**config.mk**
```make
export PLATFORM = sky130hd
export DESIGN_NAME = pulse_stretcher
export DESIGN_NICKNAME = d
export VERILOG_FILES = /design/src/rtl/pulse_stretcher_pkg.sv /design/src/rtl/pulse_stretcher_sat_updown_counter.sv /design/src/rtl/pulse_stretcher.sv
export SDC_FILE = /design/constraint.sdc
export NUM_CORES = 1
export LEC_CHECK = 0
export CORE_MARGIN = 3
export CORE_UTILIZATION = 33
export DETAILED_ROUTE_END_ITERATION = 6
export SLEW_MARGIN = 15
export SYNTH_ARGS = -nofsm -noshare
export SYNTH_HDL_FRONTEND = slang
export SYNTH_SLANG_ARGS = --single-unit
```
**constraint.sdc**
```tcl
create_clock -name clock -period 2.9 [get_ports clock]
set_clock_uncertainty 0.05 [all_clocks]
set_input_delay 0.435 -clock clock [delete_from_list [all_inputs] [get_ports clock]]
set_output_delay 0.435 -clock clock [all_outputs]
set_load 0.02 [all_outputs]
```
**src/rtl/pulse_stretcher_pkg.sv**
```systemverilog
// pulse_stretcher_pkg: state encodings and width helpers shared by the pulse stretcher
package pulse_stretcher_pkg;
  typedef enum logic [1:0] {IDLE = 2'd0, ACTIVE = 2'd1, GAP = 2'd2} state_t;
  function automatic int pending_width(input int max_pending);
    return $clog2(max_pending + 1);
  endfunction
  function automatic int timer_width(input int pulse_period, input int gap_period);
    int m;
    m = pulse_period > gap_period ? pulse_period : gap_period;
    return $clog2(m < 2 ? 2 : m);
  endfunction
endpackage

```
**src/rtl/pulse_stretcher_sat_updown_counter.sv**
```systemverilog
// sat_updown_counter: up/down counter that holds at MAX and at zero
module sat_updown_counter #(
  parameter int WIDTH = 4,
  parameter int MAX = 15
) (
  input  logic             clock,
  input  logic             reset_n,
  input  logic             inc,
  input  logic             dec,
  output logic [WIDTH-1:0] count,
  output logic             at_max
);
  assign at_max = count == WIDTH'(MAX);
  always_ff @(posedge clock or negedge reset_n)
    if (!reset_n) count <= '0;
    else if (inc && !dec && !at_max) count <= count + WIDTH'(1);
    else if (dec && !inc && count != '0) count <= count - WIDTH'(1);
endmodule

```
**src/rtl/pulse_stretcher.sv**
```systemverilog
// pulse_stretcher: turns event strobes into minimum-width pulses with a guaranteed idle gap
module pulse_stretcher
  import pulse_stretcher_pkg::*;
#(
  parameter int   PULSE_PERIOD = 256,
  parameter int   GAP_PERIOD   = 256,
  parameter int   MAX_PENDING  = 15,
  parameter logic IDLE_VALUE   = 1'b0,
  localparam int  PW = pending_width(MAX_PENDING),
  localparam int  TW = timer_width(PULSE_PERIOD, GAP_PERIOD)
) (
  input  logic          clock,
  input  logic          reset_n,
  input  logic          enable,
  input  logic          event_i,
  input  logic          clear_overflow,
  output logic          data_o,
  output logic          busy,
  output logic [PW-1:0] pending,
  output logic          overflow
);
  state_t        state, next_state;
  logic [TW-1:0] timer, next_timer;
  logic          launch, at_max;
  assign launch = enable && state == IDLE && pending != '0;
  assign busy = state != IDLE || pending != '0;
  sat_updown_counter #(.WIDTH(PW), .MAX(MAX_PENDING)) u_pending (
    .clock(clock), .reset_n(reset_n), .inc(event_i), .dec(launch),
    .count(pending), .at_max(at_max)
  );
  always_comb begin
    next_state = !enable ? state :
                 state == IDLE   ? (pending != '0 ? ACTIVE : IDLE) :
                 state == ACTIVE ? (timer == '0 ? (GAP_PERIOD == 0 ? IDLE : GAP) : ACTIVE) :
                 state == GAP    ? (timer == '0 ? IDLE : GAP) : IDLE;
    next_timer = launch ? TW'(PULSE_PERIOD - 1) :
                 (!enable || state == IDLE) ? timer :
                 timer != '0 ? timer - TW'(1) :
                 (state == ACTIVE && GAP_PERIOD != 0) ? TW'(GAP_PERIOD - 1) : '0;
  end
  // data_o follows next_state so the pin moves on the same edge as the FSM
  always_ff @(posedge clock or negedge reset_n)
    if (!reset_n) begin
      state    <= IDLE;
      timer    <= '0;
      data_o   <= IDLE_VALUE;
      overflow <= 1'b0;
    end else begin
      state    <= next_state;
      timer    <= next_timer;
      data_o   <= next_state == ACTIVE ? ~IDLE_VALUE : IDLE_VALUE;
      overflow <= (event_i && at_max && !launch) || (overflow && !clear_overflow);
    end
endmodule

```
==> results of run 1 <==
worst paths after layout:
path	from	cells past startpoint	to	slack [ns]
worst max-delay path	u_pending.count[0]$_DFFE_PN0P_	3	busy	0.14
worst min-delay path	overflow$_DFF_PN0_	2	overflow$_DFF_PN0_	0.50
worst max register to register	u_pending.count[0]$_DFFE_PN0P_	7	u_pending.count[3]$_DFFE_PN0P_	0.58
worst min register to register	overflow$_DFF_PN0_	2	overflow$_DFF_PN0_	0.50
max in group asynchronous	reset_n	1	state[0]$_DFF_PN0_	1.83
min in group asynchronous	reset_n	1	overflow$_DFF_PN0_	0.51
per-layer routing:
| layer | track usage | vias up | part of all wire |
|---|---|---|---|
| met5 | 0 | - | 0 |
| met4 | 0.0285 | 0 | 0.011 |
| met3 | 0.0389 | 5 | 0.066 |
| met2 | 0.184 | 22 | 0.42 |
| met1 | 0.193 | 411 | 0.50 |
| li1 | - | 411 | - |
state kept, by name, summed over array words and instances (netlist names):
signal and count:
state 2, u_pending.count 4, data_o 1, timer 8
overflow 1
layout make-up:
cell class              instances  area (µm²)  area share
multi-input cells              74         520       0.454
flip-flops and latches         16         400       0.349
repair buffers                 13         125       0.109
well taps                      31        38.8      0.0338
clock buffers                   4        36.3      0.0316
inverters                       7        26.3      0.0229
power groups by stage:
stage                     clock network, W  registers [W]  logic, W
after floorplan                          0       0.000422  0.000295
after global placement                   0       0.000413  0.000451
after detailed placement                 0       0.000415  0.000460
after CTS                         0.000159       0.000411  0.000461
after global routing              0.000168       0.000432  0.000515
final                             0.000153       0.000413  0.000456
per-stage QoR:
step | util | area (µm²) | total power, W | cells | hold slack (ns)
floorplan | - | 967 | 0.000717 | 102 | 0.0894
global placement | 0.399 | 1110 | 0.000864 | 141 | 0.476
detailed placement | 0.399 | 1110 | 0.000875 | 141 | 0.488
CTS | 0.413 | 1150 | 0.00103 | 145 | 0.501
global route | 0.413 | 1150 | 0.00111 | 145 | 0.530
finish | 0.413 | 1150 | 0.00102 | 145 | 0.500
worst max-delay path, stage by stage (launching register included):
cell	delay, ns
dfrtp_1	0.49
or4_1	0.63
or3_1	0.33
clkdlybuf4s50_1	0.54
cell families (layout without fill, tap and decap cells):
| kind of cell | after synthesis | after routing | synth area share |
|---|---|---|---|
| AOI/OAI and AO/OA | 36 | 36 | 0.254 |
| and+or+nand+nor | 28 | 28 | 0.166 |
| muxes | 3 | 3 | 0.0323 |
| adders and majority gates | 4 | 4 | 0.0595 |
| DFF | 16 | 16 | 0.414 |
| xor gates and xnor gates | 3 | 3 | 0.0272 |
| buffers and inverters | 12 | 24 | 0.0479 |
layout by cell type, fill, tap and decap left out, types with 2 or more instances in the layout:
master,instances
dfrtp_1,16
nor2_1,4
ha_1,3
nand3_1,3
clkbuf_4,3
or4_1,2
a22oi_1,2
nand4_1,2
nor3_1,2
a21oi_1,7
nand2_1,4
o31ai_1,2
o21ai_0,8
buf_4,2
clkdlybuf4s50_1,11
nor4_1,3
or3_1,2
inv_1,7
o22ai_1,2
o21a_1,3
xnor2_1,2
mux2i_1,2
==> flow_metrics.py, run 1 <==
metrics = {
    "run_status": {
        "outcome": "completed",
    },
    "timing": {
        "final.min_clock_period_ns": 2.76,
        "worst_slack_ns": 0.137,
        "worst_slew_pin_slew_ns": 0.724,
        "fin_setup_tns_ns": 0,
        "slew_headroom": 0.516,
        "rsz0062_at_grt": "false",
        "finalHoldViolations": 0,
        "finalCritPeriodShare": 0.953,
        "fmax_ghz": 0.362,
        "setup_viol": 0,
        "slew_violations": 0,
    },
    "grt": {
        "grt_max_degree": 17,
        "antenna_found_initial": 0,
        "gr-total-overflow": 0,
        "grt.total_usage": 0.130,
        "grt_pass1_wl_um": 3590,
        "grt_pass1_vias": 739,
    },
    "clock_network": {
        "cts-buffers-inserted": 3,
        "cts_num_sinks": 16,
        "holdBufCountCts": 0,
        "clockBufferDepth": 2,
        "cts_root_buf": "clkbuf_4",
        "clkTransAtPathRegs_ns": 0.10,
        "cts_resized": 0,
        "tritoncts": "built",
        "clk_latency_ns": 0.29,
        "h-tree-depth": 1,
        "post-cts-setup-buffers": 0,
    },
    "placed_design": {
        "routabilityCongestion": 0.787,
        "port_buffers": 11,
        "place_ws_ns": 0.415,
        "dpl.hpwl_um": 1520,
    },
    "floorplan": {
        "core_um2": 2780,
        "die-area_um2": 3620,
        "rows": 19,
        "die_w_um": 60.1,
        "io_pins": 12,
        "initial_utilization": 0.348,
        "die_h_um": 60.1,
    },
    "synthesis": {
        "synth_top_cells_by_area": "dfrtp_1, o21ai_0, ha_1, a21oi_1, inv_1",
        "synth_top_area_share": 0.414,
        "syn_nets": 111,
        "synth-async-reset-ratio": 1.00,
        "syn_area_per_cell_um2": 9.48,
        "syn-cell-area_um2": 967,
        "yosysWarnings": 0,
        "synth.most_common_cell": "dfrtp_1",
        "ys_ff_latch": 16,
        "yosys.area.top_type": "dfrtp_1",
        "ys.flop_type": "dfrtp_1",
        "synth_edf_count": 0,
        "synth.distinct_cells": 42,
        "syn_inst": 102,
        "seq_area_frac_synth": 0.414,
        "ys_top_cells_by_count": "dfrtp_1, o21ai_0, a21oi_1, inv_1",
    },
    "routing": {
        "vias": 849,
        "viasPerCell": 5.86,
        "drc_errors": 0,
        "first_pass_iters": 4,
        "wirelength_um": 2060,
        "drtIter0Drc": 51,
        "ant_nets": 0,
        "routedWlPerCell_um": 14.2,
    },
    "worst_setup_path": {
        "worst_ep_arrival_time_ns": 2.28,
        "cp-end-kind": "output pin",
        "cp_max_fo": 7,
        "crit_type": "reg2out",
        "worst_setup_path_start_kind": "flop",
        "worstPathRequired_ns": 2.41,
    },
    "layout": {
        "fill_cells": 277,
        "syn2layout_area_growth_pct": 18.6,
        "layout-drive-gt1-share": 0.0965,
        "antenna_cells": 0,
        "nets": 124,
    },
    "power": {
        "p_sw_w": 0.000407,
        "internal_power_w": 0.000614,
        "ir_drop_mv": 0.571,
        "power_frac_clock": 0.150,
        "power.density_nw_per_um2": 890,
        "seqPwrFrac": 0.404,
        "swShare": 0.399,
        "leakage_nw": 0.456,
        "p_comb_frac": 0.446,
    },
    "hold_path": {
        "hold_class": "reg2reg",
    },
    "job": {
        "maxCapViolCount": 0,
    },
}
Power figures use the tool's default switching activity.
==> run 2, diff against run 1 <==
Settings changed: RECOVER_POWER from default to 50.
==> run 2 against run 1 <==
Compared with the run above:
- count of clock-buffer cells in the layout did not move
- combinational power barely moved
- hold slack got worse by 0.0041 ns
- critical path type unchanged
- cell area did not move
- largest power group unchanged
- highest routed layer unchanged
==> flow_metrics.py, run 2 (synthesized netlist as in run 1, its figures left out) <==
metrics = {
    "grt": {
        "grt_pass1_wl_um": 3590,
        "grt_pass1_vias": 739,
        "grt.total_usage": 0.130,
        "use_met2": 0.184,
        "gr-total-overflow": 0,
        "use_met3": 0.0389,
        "grt_max_degree": 17,
        "grt_use_met1": 0.193,
        "grt-busiest-layer": "met1",
        "antenna_found_initial": 0,
    },
    "run_status": {
        "outcome": "completed",
    },
    "floorplan": {
        "core_um2": 2780,
        "die_w_um": 60.1,
        "die-area_um2": 3620,
        "initial_utilization": 0.348,
        "io_pins": 12,
        "rows": 19,
        "die_h_um": 60.1,
    },
    "timing": {
        "fmax_ghz": 0.362,
        "finalHoldViolations": 0,
        "worst_slack_ns": 0.137,
        "final.min_clock_period_ns": 2.76,
        "fin_setup_tns_ns": 0,
        "rsz0062_at_grt": "false",
        "worst_slew_pin_slew_ns": 0.732,
        "slew_violations": 0,
        "finalCritPeriodShare": 0.953,
        "setup_viol": 0,
        "slew_headroom": 0.511,
    },
    "routing": {
        "viasPerCell": 5.86,
        "drc_errors": 0,
        "routedWlPerCell_um": 14.2,
        "ant_nets": 0,
        "wirelength_um": 2060,
        "drtIter0Drc": 51,
        "vias": 850,
        "first_pass_iters": 4,
    },
    "power": {
        "leakage_nw": 0.457,
        "power.density_nw_per_um2": 888,
        "p_comb_frac": 0.445,
        "power_frac_clock": 0.150,
        "seqPwrFrac": 0.405,
        "swShare": 0.400,
        "p_sw_w": 0.000407,
        "ir_drop_mv": 0.571,
        "internal_power_w": 0.000611,
    },
    "clock_network": {
        "cts_resized": 0,
        "clkTransAtPathRegs_ns": 0.10,
        "clockBufferDepth": 2,
        "h-tree-depth": 1,
        "post-cts-setup-buffers": 0,
        "clk_latency_ns": 0.29,
        "cts_num_sinks": 16,
        "cts_root_buf": "clkbuf_4",
        "tritoncts": "built",
        "cts-buffers-inserted": 3,
        "holdBufCountCts": 0,
    },
    "worst_setup_path": {
        "cp-end-kind": "output pin",
        "crit_type": "reg2out",
        "cp.buffers_inverters": 1,
        "worst_setup_path_start_kind": "flop",
        "cp_max_fo": 7,
        "cp_slowest_cell": "or4_1",
        "worst_ep_arrival_time_ns": 2.28,
        "cp_top_family": "simple AND/OR/NAND/NOR gates",
        "crit_chain": "or4_1 > or3_1 > clkdlybuf4s50_1",
        "worstPathRequired_ns": 2.41,
        "cp_slowest_stage_delay_ns": 0.63,
    },
    "layout": {
        "largest_registers": "timer x8, u_pending.count x4, state x2",
        "layout-drive-gt1-share": 0.0965,
        "layout_commonest_cell": "dfrtp_1",
        "syn2layout_area_growth_pct": 18.6,
        "nets": 124,
        "largest-register": "timer",
        "layout_common_cells": "dfrtp_1, o21ai_0, clkdlybuf4s50_1, inv_1, a21oi_1",
        "utilization": 0.413,
        "largest_register_ffs": 8,
        "antenna_cells": 0,
    },
    "placed_design": {
        "place_ws_ns": 0.415,
        "routabilityCongestion": 0.787,
        "dpl.hpwl_um": 1520,
        "port_buffers": 11,
    },
    "job": {
        "maxCapViolCount": 0,
    },
    "hold_path": {
        "hold_class": "reg2reg",
    },
}
==> run 2: cell types whose count changed in the layout (fill, tap and decap cells not counted), sizes merged <==
cell           change
clkdlybuf4s50      -3
dlygate4sd3        +3
==> run 2: cell type report <==
cell class              instances  area (µm²)
fillers                       277        1630
multi-input cells              74         520
flip-flops and latches         16         400
repair buffers                 13         125
well taps                      31        38.8
clock buffers                   4        36.3
inverters                       7        26.3
==> run 2: path summary, 6_finish.rpt <==
| path | from | endpoint | slack [ns] | depth (start not counted) |
|---|---|---|---|---|
| max | u_pending.count[0]$_DFFE_PN0P_ | busy | 0.14 | 3 |
| min | overflow$_DFF_PN0_ | overflow$_DFF_PN0_ | 0.50 | 2 |
| max reg2reg | u_pending.count[0]$_DFFE_PN0P_ | u_pending.count[3]$_DFFE_PN0P_ | 0.58 | 7 |
| min reg2reg | overflow$_DFF_PN0_ | overflow$_DFF_PN0_ | 0.50 | 2 |
| max in group asynchronous | reset_n | state[0]$_DFF_PN0_ | 1.76 | 1 |
| min in group asynchronous | reset_n | overflow$_DFF_PN0_ | 0.58 | 1 |
==> run 2: worst min-delay path, stage by stage (launching register included) <==
cell and delay, ns:
dfrtp_1 0.38, inv_1 0.05, o22ai_1 0.08
==> run 2: power by group through the flow <==
stage | clock network [W] | logic [W] | registers (W)
after detailed placement | 0 | 0.000460 | 0.000415
after global placement | 0 | 0.000451 | 0.000413
after CTS | 0.000159 | 0.000461 | 0.000411
after global routing | 0.000168 | 0.000512 | 0.000432
final | 0.000153 | 0.000453 | 0.000413
after floorplan | 0 | 0.000295 | 0.000422
==> run 2: layer usage <==
metal  wire, µm  share of wire
met1       1040           0.51
met3        137          0.067
met5          0              0
met4         23          0.011
met2        857           0.42
==> run 2: stage by stage <==
| stage | instances | hold slack [ns] | power (W) | area (µm²) |
|---|---|---|---|---|
| global route | 145 | 0.530 | 0.00111 | 1150 |
| floorplan | 102 | 0.0894 | 0.000717 | 967 |
| detailed placement | 141 | 0.488 | 0.000875 | 1110 |
| finish | 145 | 0.496 | 0.00102 | 1150 |
| CTS | 145 | 0.501 | 0.00103 | 1150 |
| global placement | 141 | 0.476 | 0.000864 | 1110 |
